[src/rtl/nibble_packer.sv]
// Packs NUM DATA_W-bit nibbles (lane 0 first) into WORD_W-bit words queued in a DEPTH-entry output FIFO; flush emits a partial word.
// Latency: the word-completing nibble accepted at edge k appears on out_valid in the cycle after edge k when the FIFO was empty.
// Backpressure: in_ready drops only when the last lane is pending and the FIFO is full; flushes wait for space and never see out_ready combinationally.
module nibble_packer #(
  parameter  int DATA_W = 4,
  parameter  int NUM    = 4,
  parameter  int DEPTH  = 2,
  localparam int WORD_W = DATA_W * NUM,
  localparam int CW     = $clog2(NUM + 1)
) (
  input  logic              clk,
  input  logic              rst,
  input  logic              in_valid,
  input  logic [DATA_W-1:0] in_data,
  output logic              in_ready,
  input  logic              flush,
  output logic              out_valid,
  output logic [WORD_W-1:0] out_data,
  output logic [CW-1:0]     out_count,
  input  logic              out_ready
);

  localparam int PW = (DEPTH > 1) ? $clog2(DEPTH) : 1;
  localparam int OW = $clog2(DEPTH + 1);

  // accumulator state
  logic [CW-1:0]     cnt_q, cnt_d;
  logic [WORD_W-1:0] acc_q, acc_d;
  logic              flush_pending_q, flush_pending_d;

  // output FIFO state
  logic [WORD_W-1:0] dat_mem_q [DEPTH];
  logic [WORD_W-1:0] dat_mem_d [DEPTH];
  logic [CW-1:0]     cnt_mem_q [DEPTH];
  logic [CW-1:0]     cnt_mem_d [DEPTH];
  logic [PW-1:0]     wr_ptr_q, wr_ptr_d;
  logic [PW-1:0]     rd_ptr_q, rd_ptr_d;
  logic [OW-1:0]     occ_q, occ_d;
  logic [WORD_W-1:0] last_dat_q, last_dat_d;
  logic [CW-1:0]     last_cnt_q, last_cnt_d;

  // datapath helpers
  logic              fifo_full, fifo_empty;
  logic              accept, complete, flush_req, flush_go, push, pop;
  logic [WORD_W-1:0] acc_ins;
  logic [CW-1:0]     cnt_ins;

  assign fifo_full  = (occ_q == OW'(DEPTH));
  assign fifo_empty = (occ_q == '0);
  // Registered state only: the last lane waits for FIFO space, earlier lanes never stall.
  assign in_ready   = (cnt_q != CW'(NUM - 1)) || !fifo_full;
  assign out_valid  = !fifo_empty;
  assign out_data   = fifo_empty ? last_dat_q : dat_mem_q[rd_ptr_q];
  assign out_count  = fifo_empty ? last_cnt_q : cnt_mem_q[rd_ptr_q];

  // Accumulator: insert the accepted nibble, then decide whether a word (full or flushed) leaves this edge.
  always_comb begin
    accept          = in_valid && in_ready;
    acc_ins         = acc_q;
    for (int i = 0; i < NUM; i++) begin
      if (accept && (cnt_q == CW'(i))) begin
        acc_ins[i*DATA_W +: DATA_W] = in_data;
      end
    end
    cnt_ins         = cnt_q + CW'(accept);
    complete        = accept && (cnt_q == CW'(NUM - 1));
    flush_req       = flush_pending_q || flush;
    flush_go        = flush_req && !fifo_full;
    // An empty flush is dropped; a completion coinciding with a flush yields one full word.
    push            = complete || (flush_go && (cnt_ins != '0));
    cnt_d           = push ? '0 : cnt_ins;
    acc_d           = push ? '0 : acc_ins;
    flush_pending_d = flush_go ? 1'b0 : flush_req;
  end

  // FIFO: push at the write pointer, pop the head, remember the last popped entry for the idle outputs.
  always_comb begin
    pop        = !fifo_empty && out_ready;
    dat_mem_d  = dat_mem_q;
    cnt_mem_d  = cnt_mem_q;
    wr_ptr_d   = wr_ptr_q;
    rd_ptr_d   = rd_ptr_q;
    occ_d      = occ_q;
    last_dat_d = last_dat_q;
    last_cnt_d = last_cnt_q;
    if (push) begin
      dat_mem_d[wr_ptr_q] = acc_ins;
      cnt_mem_d[wr_ptr_q] = cnt_ins;
      wr_ptr_d            = wr_ptr_q + PW'(1);
    end
    if (pop) begin
      last_dat_d = dat_mem_q[rd_ptr_q];
      last_cnt_d = cnt_mem_q[rd_ptr_q];
      rd_ptr_d   = rd_ptr_q + PW'(1);
    end
    if (push && !pop) begin
      occ_d = occ_q + OW'(1);
    end else if (pop && !push) begin
      occ_d = occ_q - OW'(1);
    end
  end

  // State registers with synchronous active-low reset discarding partial and queued words.
  always_ff @(posedge clk) begin
    if (!rst) begin
      cnt_q           <= '0;
      acc_q           <= '0;
      flush_pending_q <= 1'b0;
      wr_ptr_q        <= '0;
      rd_ptr_q        <= '0;
      occ_q           <= '0;
      last_dat_q      <= '0;
      last_cnt_q      <= '0;
      for (int i = 0; i < DEPTH; i++) begin
        dat_mem_q[i] <= '0;
        cnt_mem_q[i] <= '0;
      end
    end else begin
      cnt_q           <= cnt_d;
      acc_q           <= acc_d;
      flush_pending_q <= flush_pending_d;
      wr_ptr_q        <= wr_ptr_d;
      rd_ptr_q        <= rd_ptr_d;
      occ_q           <= occ_d;
      last_dat_q      <= last_dat_d;
      last_cnt_q      <= last_cnt_d;
      dat_mem_q       <= dat_mem_d;
      cnt_mem_q       <= cnt_mem_d;
    end
  end

endmodule
[config.mk]
export PLATFORM = sky130hd
export DESIGN_NAME = nibble_packer
export DESIGN_NICKNAME = d
export VERILOG_FILES = /design/src/rtl/nibble_packer.sv
export SDC_FILE = /design/constraint.sdc
export NUM_CORES = 1
export LEC_CHECK = 0
export CORE_UTILIZATION = 50
export DETAILED_ROUTE_END_ITERATION = 10
export PLACE_DENSITY = 0.67
export SETUP_SLACK_MARGIN = 0.3
export SLEW_MARGIN = 0
export SYNTH_ARGS = -nofsm -noshare
export SYNTH_HDL_FRONTEND = slang
export SYNTH_SLANG_ARGS = --single-unit
[constraint.sdc]
create_clock -name clk -period 5.1 [get_ports clk]
set_input_delay 1.02 -clock clk [delete_from_list [all_inputs] [get_ports clk]]
set_output_delay 1.02 -clock clk [all_outputs]
set_load 0.05 [all_outputs]
==> results of run 1 <==
-- flip-flops by register name, indices dropped and copies added (netlist names), 2 cells and up --
name / cells
last_dat_q: 16
cnt_q: 3
occ_q: 2
last_cnt_q: 3
dat_mem_q: 32
cnt_mem_q: 6
acc_q: 16
-- area by class of cell --
type | count | share of cell area [%]
Multi-Input combinational cell | 260 | 42.7
Clock buffer | 12 | 3.83
Timing Repair Buffer | 35 | 8.28
Tap cell | 96 | 2.97
Sequential cell | 81 | 40.0
Clock inverter | 4 | 1.85
Inverter | 4 | 0.371
-- cells by family (layout without fill, tap and decap cells) --
group / Yosys count / after routing
mux: 52 / 52
buf+inv: 33 / 55
simple gates: 128 / 128
compound gates: 73 / 73
xor+xnor: 4 / 4
fa+ha+maj: 3 / 3
flops: 81 / 81
-- power by group through the flow --
stage	registers [uW]	logic [uW]	clock network [uW]
3_3_place_gp	817	1380	0
3_5_place_dp	821	1380	0
6_report	807	1380	533
5_1_grt	819	1470	570
2_1_floorplan	802	1040	0
4_1_cts	807	1390	541
-- worst max-delay path: stages, from the launching register on --
cell and delay, ns:
dfxtp_1 0.41, or2_2 0.61, nor2_1 0.08, a21oi_1 0.18, clkdlybuf4s50_1 0.83
-- layer usage --
layer | track usage [%] | routed length (um) | vias up
li1 | - | - | 1343
met3 | 4.23 | 224 | 10
met4 | 9.70 | 107 | 0
met2 | 29.8 | 3090 | 56
met1 | 32.7 | 3920 | 1210
met5 | 0 | 0 | -
-- how the worst max path moves through the flow --
| stage | cells after the start | endpoint | from | slack [ns] |
|---|---|---|---|---|
| CTS | 4 | out_data[2] | occ_q[0] | 1.57 |
| detailed placement | 9 | cnt_mem_q[0] | in_valid | 1.33 |
| global route | 10 | dat_mem_q[4] | occ_q[1] | 1.47 |
| finish | 4 | out_data[3] | occ_q[0] | 1.60 |
| floorplan | 11 | occ_q[1] | occ_q[1] | 1.53 |
| global placement | 9 | dat_mem_q[1] | in_valid | 1.40 |
-- placed cells by master (no fill, tap or decap), drive strengths merged, types with 2 or more instances in the layout --
master	Yosys	final
ha	3	3
and4bb	2	2
nand2b	13	13
nor3b	2	2
inv	3	3
a21oi	29	29
clkinvlp	0	2
nand3	2	2
and2	4	4
nor2	63	63
nor3	15	15
xnor2	2	2
a211oi	32	32
buf	8	6
clkbuf	21	12
mux2i	51	51
xor2	2	2
o31ai	4	4
dfxtp	81	81
bufinv	0	2
clkdlybuf4s50	0	29
nand2	21	21
a221oi	4	4
-- through the flow --
step	total power, uW	worst slack [ns]	std cells	utilization (%)
final	2720	1.60	492	59.6
after global routing	2860	1.47	492	59.6
after CTS	2740	1.57	492	59.6
after detailed placement	2210	1.33	476	56.2
after global placement	2190	1.40	476	56.2
after floorplan	1840	1.53	374	-
==> impl_metrics.env, run 1 <==
export IMPL_setup_tns_ns=0
export IMPL_synth_edf_count=0
export IMPL_sw_frac_of_total_pct=44.4
export IMPL_row_count=30
export IMPL_cp_max_fo=40
export IMPL_detail_route_wl_per_cell_um=14.9
export IMPL_p_seq_share_pct=29.7
export IMPL_cp_start_kind="register"
export IMPL_drive_gt1_share_pct=8.33
export IMPL_synth_most_common_cell="dfxtp_1"
export IMPL_via_per_inst=5.32
export IMPL_grt_pass1_wl_mm=12.2
export IMPL_synth_top_family_by_area="simple AND/OR/NAND/NOR gates"
export IMPL_hold_start="cnt_mem_q[1]"
export IMPL_total_leakage_power_uw=0.00142
export IMPL_report_final_setup_viol=0
export IMPL_cts_hold_buffers=0
export IMPL_numCtsBuffers=9
export IMPL_ant_nets=0
export IMPL_final_seq_area_um2=1620
export IMPL_yosysSeqAreaShare_pct=46.3
export IMPL_cts_htree_levels=3
export IMPL_final_max_slew_violation_count=0
export IMPL_start_util_pct=51.5
export IMPL_cts_resized=0
export IMPL_end_kind="primary output"
export IMPL_p_int_uw=1510
export IMPL_yosysWarnings=0
export IMPL_synthXorXnorAreaFrac_pct=1.21
export IMPL_combPwrFrac_pct=50.7
export IMPL_min_delay_path_class="register to register"
export IMPL_gr_total_overflow=0
export IMPL_antennaDiodeCount=0
export IMPL_syn_to_final_growth_pct=15.6
export IMPL_synth_compound_area_share_pct=14.7
export IMPL_clkTransAtPathRegs_ns=0.08
export IMPL_wl_mm=7.34
export IMPL_yosys_area_top_type="dfxtp_1"
export IMPL_drcViolationCount=0
export IMPL_cp_data_arrival_time_ns=2.48
export IMPL_synth_top_area_share_pct=46.3
export IMPL_gp_congestion=0.779
export IMPL_p_clk_share_pct=19.6
export IMPL_hold_viol=0
export IMPL_multi_input_area_um2=1730
export IMPL_die_area_um2=7340
export IMPL_ios=30
export IMPL_rrSetupSlack_ns=1.70
export IMPL_post_route_period_util_pct=68.7
export IMPL_peakVddDrop_mv=0.277
export IMPL_synthDistinctLibCells=40
export IMPL_ys_seq_elements=81
export IMPL_synthMuxAreaShare_pct=14.9
export IMPL_rsz0062_at_grt="false"
export IMPL_cap_violations=0
export IMPL_synth_adder_area_share_pct=1.07
export IMPL_cts_buffer_depth=2
export IMPL_drt_iter0_drc=198
export IMPL_dr_total_vias=2619
export IMPL_synth_area_per_cell_um2=9.36
export IMPL_fin_crit_ns=3.50
export IMPL_worst_ep_required_time_ns=4.08
export IMPL_clkLatencyLatePin_ns=0.35
export IMPL_dp_hpwl_mm=4.76
export IMPL_clock_root_buffer="clkbuf_8"
export IMPL_power_density_nw_per_um2=672
export IMPL_min_to="cnt_mem_q[1]"
export IMPL_switchingPower_uw=1210
export IMPL_place_area_um2=3820
export IMPL_cts_sinks=81
export IMPL_fmax_ghz=0.285
export IMPL_design_area_um2=4050
export IMPL_synth_area_top_cells="dfxtp_1 46%, mux2i_1 15%, a211oi_1 6.9%, nor2_1 6.8%, a21oi_1 4.0%"
export IMPL_r2r_end="dat_mem_q[3]"
export IMPL_r2r_start="occ_q[1]"
export IMPL_grt_usage_pct=21.7
export IMPL_whs_ns=0.460
export IMPL_core_area_um2=6790
export IMPL_dr_pass1_iters=4
export IMPL_post_cts_setup_buffer_count=0
export IMPL_fillers=619
export IMPL_syn_area_um2=3500
export IMPL_grt_start_max_net_pins=43
export IMPL_reg2reg_depth=10
export IMPL_worstHoldPathCells=2
export IMPL_port_buffers=29
export IMPL_yosys_area_share_simple_pct=17.4
export IMPL_worstSetupPathType="register to primary output"
export IMPL_dieHeight_um=85.7
export IMPL_antenna_found_initial=0
export IMPL_die_width_um=85.7
export IMPL_synthFlopType="dfxtp_1"
export IMPL_synthCells=374
export IMPL_grt_pass1_vias=2299
export IMPL_skew_ns=0.00992
export IMPL_synth_commonest_cells="81 x dfxtp_1, 63 x nor2_1, 51 x mux2i_1, 32 x a211oi_1, 28 x a21oi_1"
export IMPL_async_flop_share_pct=0
export IMPL_relSlewSlack_pct=22.8
export IMPL_nets=403
export IMPL_tightestPinTransition_ns=1.16
export IMPL_outcome="finished, final reports clean"
export IMPL_synth_fp_nets=386
export IMPL_tritoncts="built"
Note: power is estimated with default switching activity, not from simulation.
==> run 2: changes to the inputs <==
Settings changed: PLACE_DENSITY 0.67 to 0.7.
Clock period 5.1 ns to 3.2 ns, I/O delays scaled along.
==> impl_metrics.env, run 2 (synthesis gave the netlist of run 1 again) <==
export IMPL_outcome="finished, final reports clean"
export IMPL_cts_buffer_depth=2
export IMPL_design_area_um2=4200
export IMPL_cp_start_kind="register"
export IMPL_cap_violations=0
export IMPL_r2r_start="occ_q[1]"
export IMPL_drive_gt1_share_pct=17.1
export IMPL_grt_usage_pct=21.9
export IMPL_whs_ns=0.463
export IMPL_tightestPinTransition_ns=0.643
export IMPL_drcViolationCount=0
export IMPL_relSlewSlack_pct=57.0
export IMPL_dieHeight_um=85.7
export IMPL_setup_tns_ns=0
export IMPL_switchingPower_uw=1960
export IMPL_layout_common_cells="79 x dfxtp_1, 62 x nor2_1, 51 x mux2i_1"
export IMPL_worstHoldPathCells=2
export IMPL_clock_root_buffer="clkbuf_8"
export IMPL_peakVddDrop_mv=0.530
export IMPL_cpPeakStageDelay_ns=0.81
export IMPL_cp_max_fo=9
export IMPL_fmax_ghz=0.354
export IMPL_wl_mm=7.51
export IMPL_die_width_um=85.7
export IMPL_via_per_inst=5.27
export IMPL_grt_pass1_wl_mm=12.3
export IMPL_rsz0062_at_grt="false"
export IMPL_ant_nets=0
export IMPL_hold_start="dat_mem_q[8]"
export IMPL_r2r_end="occ_q[1]"
export IMPL_final_max_slew_violation_count=0
export IMPL_crit_family="buffers and inverters"
export IMPL_worst_ep_required_time_ns=2.56
export IMPL_fin_crit_ns=2.82
export IMPL_core_area_um2=6790
export IMPL_p_clk_share_pct=20.5
export IMPL_start_util_pct=51.5
export IMPL_p_total_uw=4450
export IMPL_skew_ns=0.0101
export IMPL_total_leakage_power_uw=0.00152
export IMPL_worstSetupPathType="register to primary output"
export IMPL_gp_congestion=0.768
export IMPL_end_kind="primary output"
export IMPL_post_route_period_util_pct=88.3
export IMPL_antenna_found_initial=0
export IMPL_top_regs="dat_mem_q: 32 flops, acc_q: 16 flops, last_dat_q: 16 flops"
export IMPL_cts_resized=1
export IMPL_cp_cell_sequence="mux2i_1, a21oi_1, clkdlybuf4s50_1"
export IMPL_post_cts_setup_buffer_count=0
export IMPL_clkTransAtPathRegs_ns=0.08
export IMPL_cp_slowest_cell="clkdlybuf4s50_1"
export IMPL_p_int_uw=2480
export IMPL_p_seq_share_pct=29.6
export IMPL_port_buffers=29
export IMPL_regMostFlops="dat_mem_q"
export IMPL_cp_data_arrival_time_ns=2.18
export IMPL_syn_to_final_growth_pct=19.9
export IMPL_worst_path_buf_inv=1
export IMPL_fillers=580
export IMPL_clkLatencyLatePin_ns=0.35
export IMPL_antennaDiodeCount=0
export IMPL_report_final_setup_viol=0
export IMPL_gr_total_overflow=0
export IMPL_final_common_cell="dfxtp_1"
export IMPL_row_count=30
export IMPL_ios=30
export IMPL_cts_htree_levels=3
export IMPL_reg2reg_depth=11
export IMPL_cts_hold_buffers=0
export IMPL_drt_iter0_drc=135
export IMPL_power_density_nw_per_um2=1060
export IMPL_combPwrFrac_pct=49.9
export IMPL_dr_pass1_iters=4
export IMPL_detail_route_wl_per_cell_um=15.0
export IMPL_cts_sinks=81
export IMPL_rrSetupSlack_ns=0.52
export IMPL_tritoncts="built"
export IMPL_dr_total_vias=2632
export IMPL_hold_viol=0
export IMPL_grt_pass1_vias=2427
export IMPL_numCtsBuffers=9
export IMPL_place_area_um2=3940
export IMPL_min_to="dat_mem_q[8]"
export IMPL_sw_frac_of_total_pct=44.2
export IMPL_die_area_um2=7340
export IMPL_largest_reg_flops=32
export IMPL_nets=410
export IMPL_min_delay_path_class="register to register"
export IMPL_dp_hpwl_mm=5.05
export IMPL_grt_start_max_net_pins=43
[run 2: cell types whose count changed in the layout (fill, tap and decap cells not counted), sizes merged, moves of 2 or more]
cell / change
clkinv: +2
clkdlybuf4s50: -17
clkbuf: -2
buf: +22
dlymetal6s2s: +2
[run 2: final cells by class]
class	instances	area [um2]	area share, %
sequential	81	1620	38.7
clock inverter	6	115	2.74
tap	96	120	2.86
timing repair buffer	42	380	9.06
clock buffer	10	138	3.28
inverter	4	15.0	0.357
multi-input combinational	260	1810	43.0
[run 2: through the flow]
stage / std cells / util, % / worst slack (ns)
after global routing: 499 / 61.8 / 0.303
after CTS: 499 / 61.7 / 0.348
after detailed placement: 483 / 58.0 / 0.165
after floorplan: 374 / - / 0.0695
after global placement: 483 / 58.0 / 0.199
final: 499 / 61.8 / 0.375
[run 2: worst register-to-register path: cells and delay by family, from the launching register on]
family	cells	cell delay, ns
DFF	1	0.37
and+or+nand+nor	5	0.99
xor gates and xnor gates	1	0.17
adders and majority gates	3	0.55
AOI/OAI and AO/OA	2	0.52
[run 2: worst max-delay path by stage]
stage	startpoint	endpoint	cells past startpoint
after floorplan	occ_q[1]	occ_q[1]	11
after global placement	in_valid	occ_q[1]	10
after detailed placement	in_valid	occ_q[1]	10
after CTS	rd_ptr_q	out_data[7]	3
after global routing	rd_ptr_q	out_count[1]	3
final	rd_ptr_q	out_count[1]	3
[run 2: power by group through the flow]
stage	Combinational [uW]	Sequential [uW]	Clock [uW]
2_1_floorplan	1700	1280	0
3_3_place_gp	2200	1330	0
3_5_place_dp	2220	1340	0
4_1_cts	2230	1320	939
5_1_grt	2370	1340	989
6_report	2220	1320	912
[run 2: layer usage]
layer / global-route usage [%] / part of all wire, % / vias to the layer above
li1: - / - / 1361
met1: 32.0 / 52 / 1210
met2: 31.6 / 44 / 59
met3: 6.45 / 4.5 / 2
met4: 5.00 / 0.36 / 0
met5: 0 / 0 / -
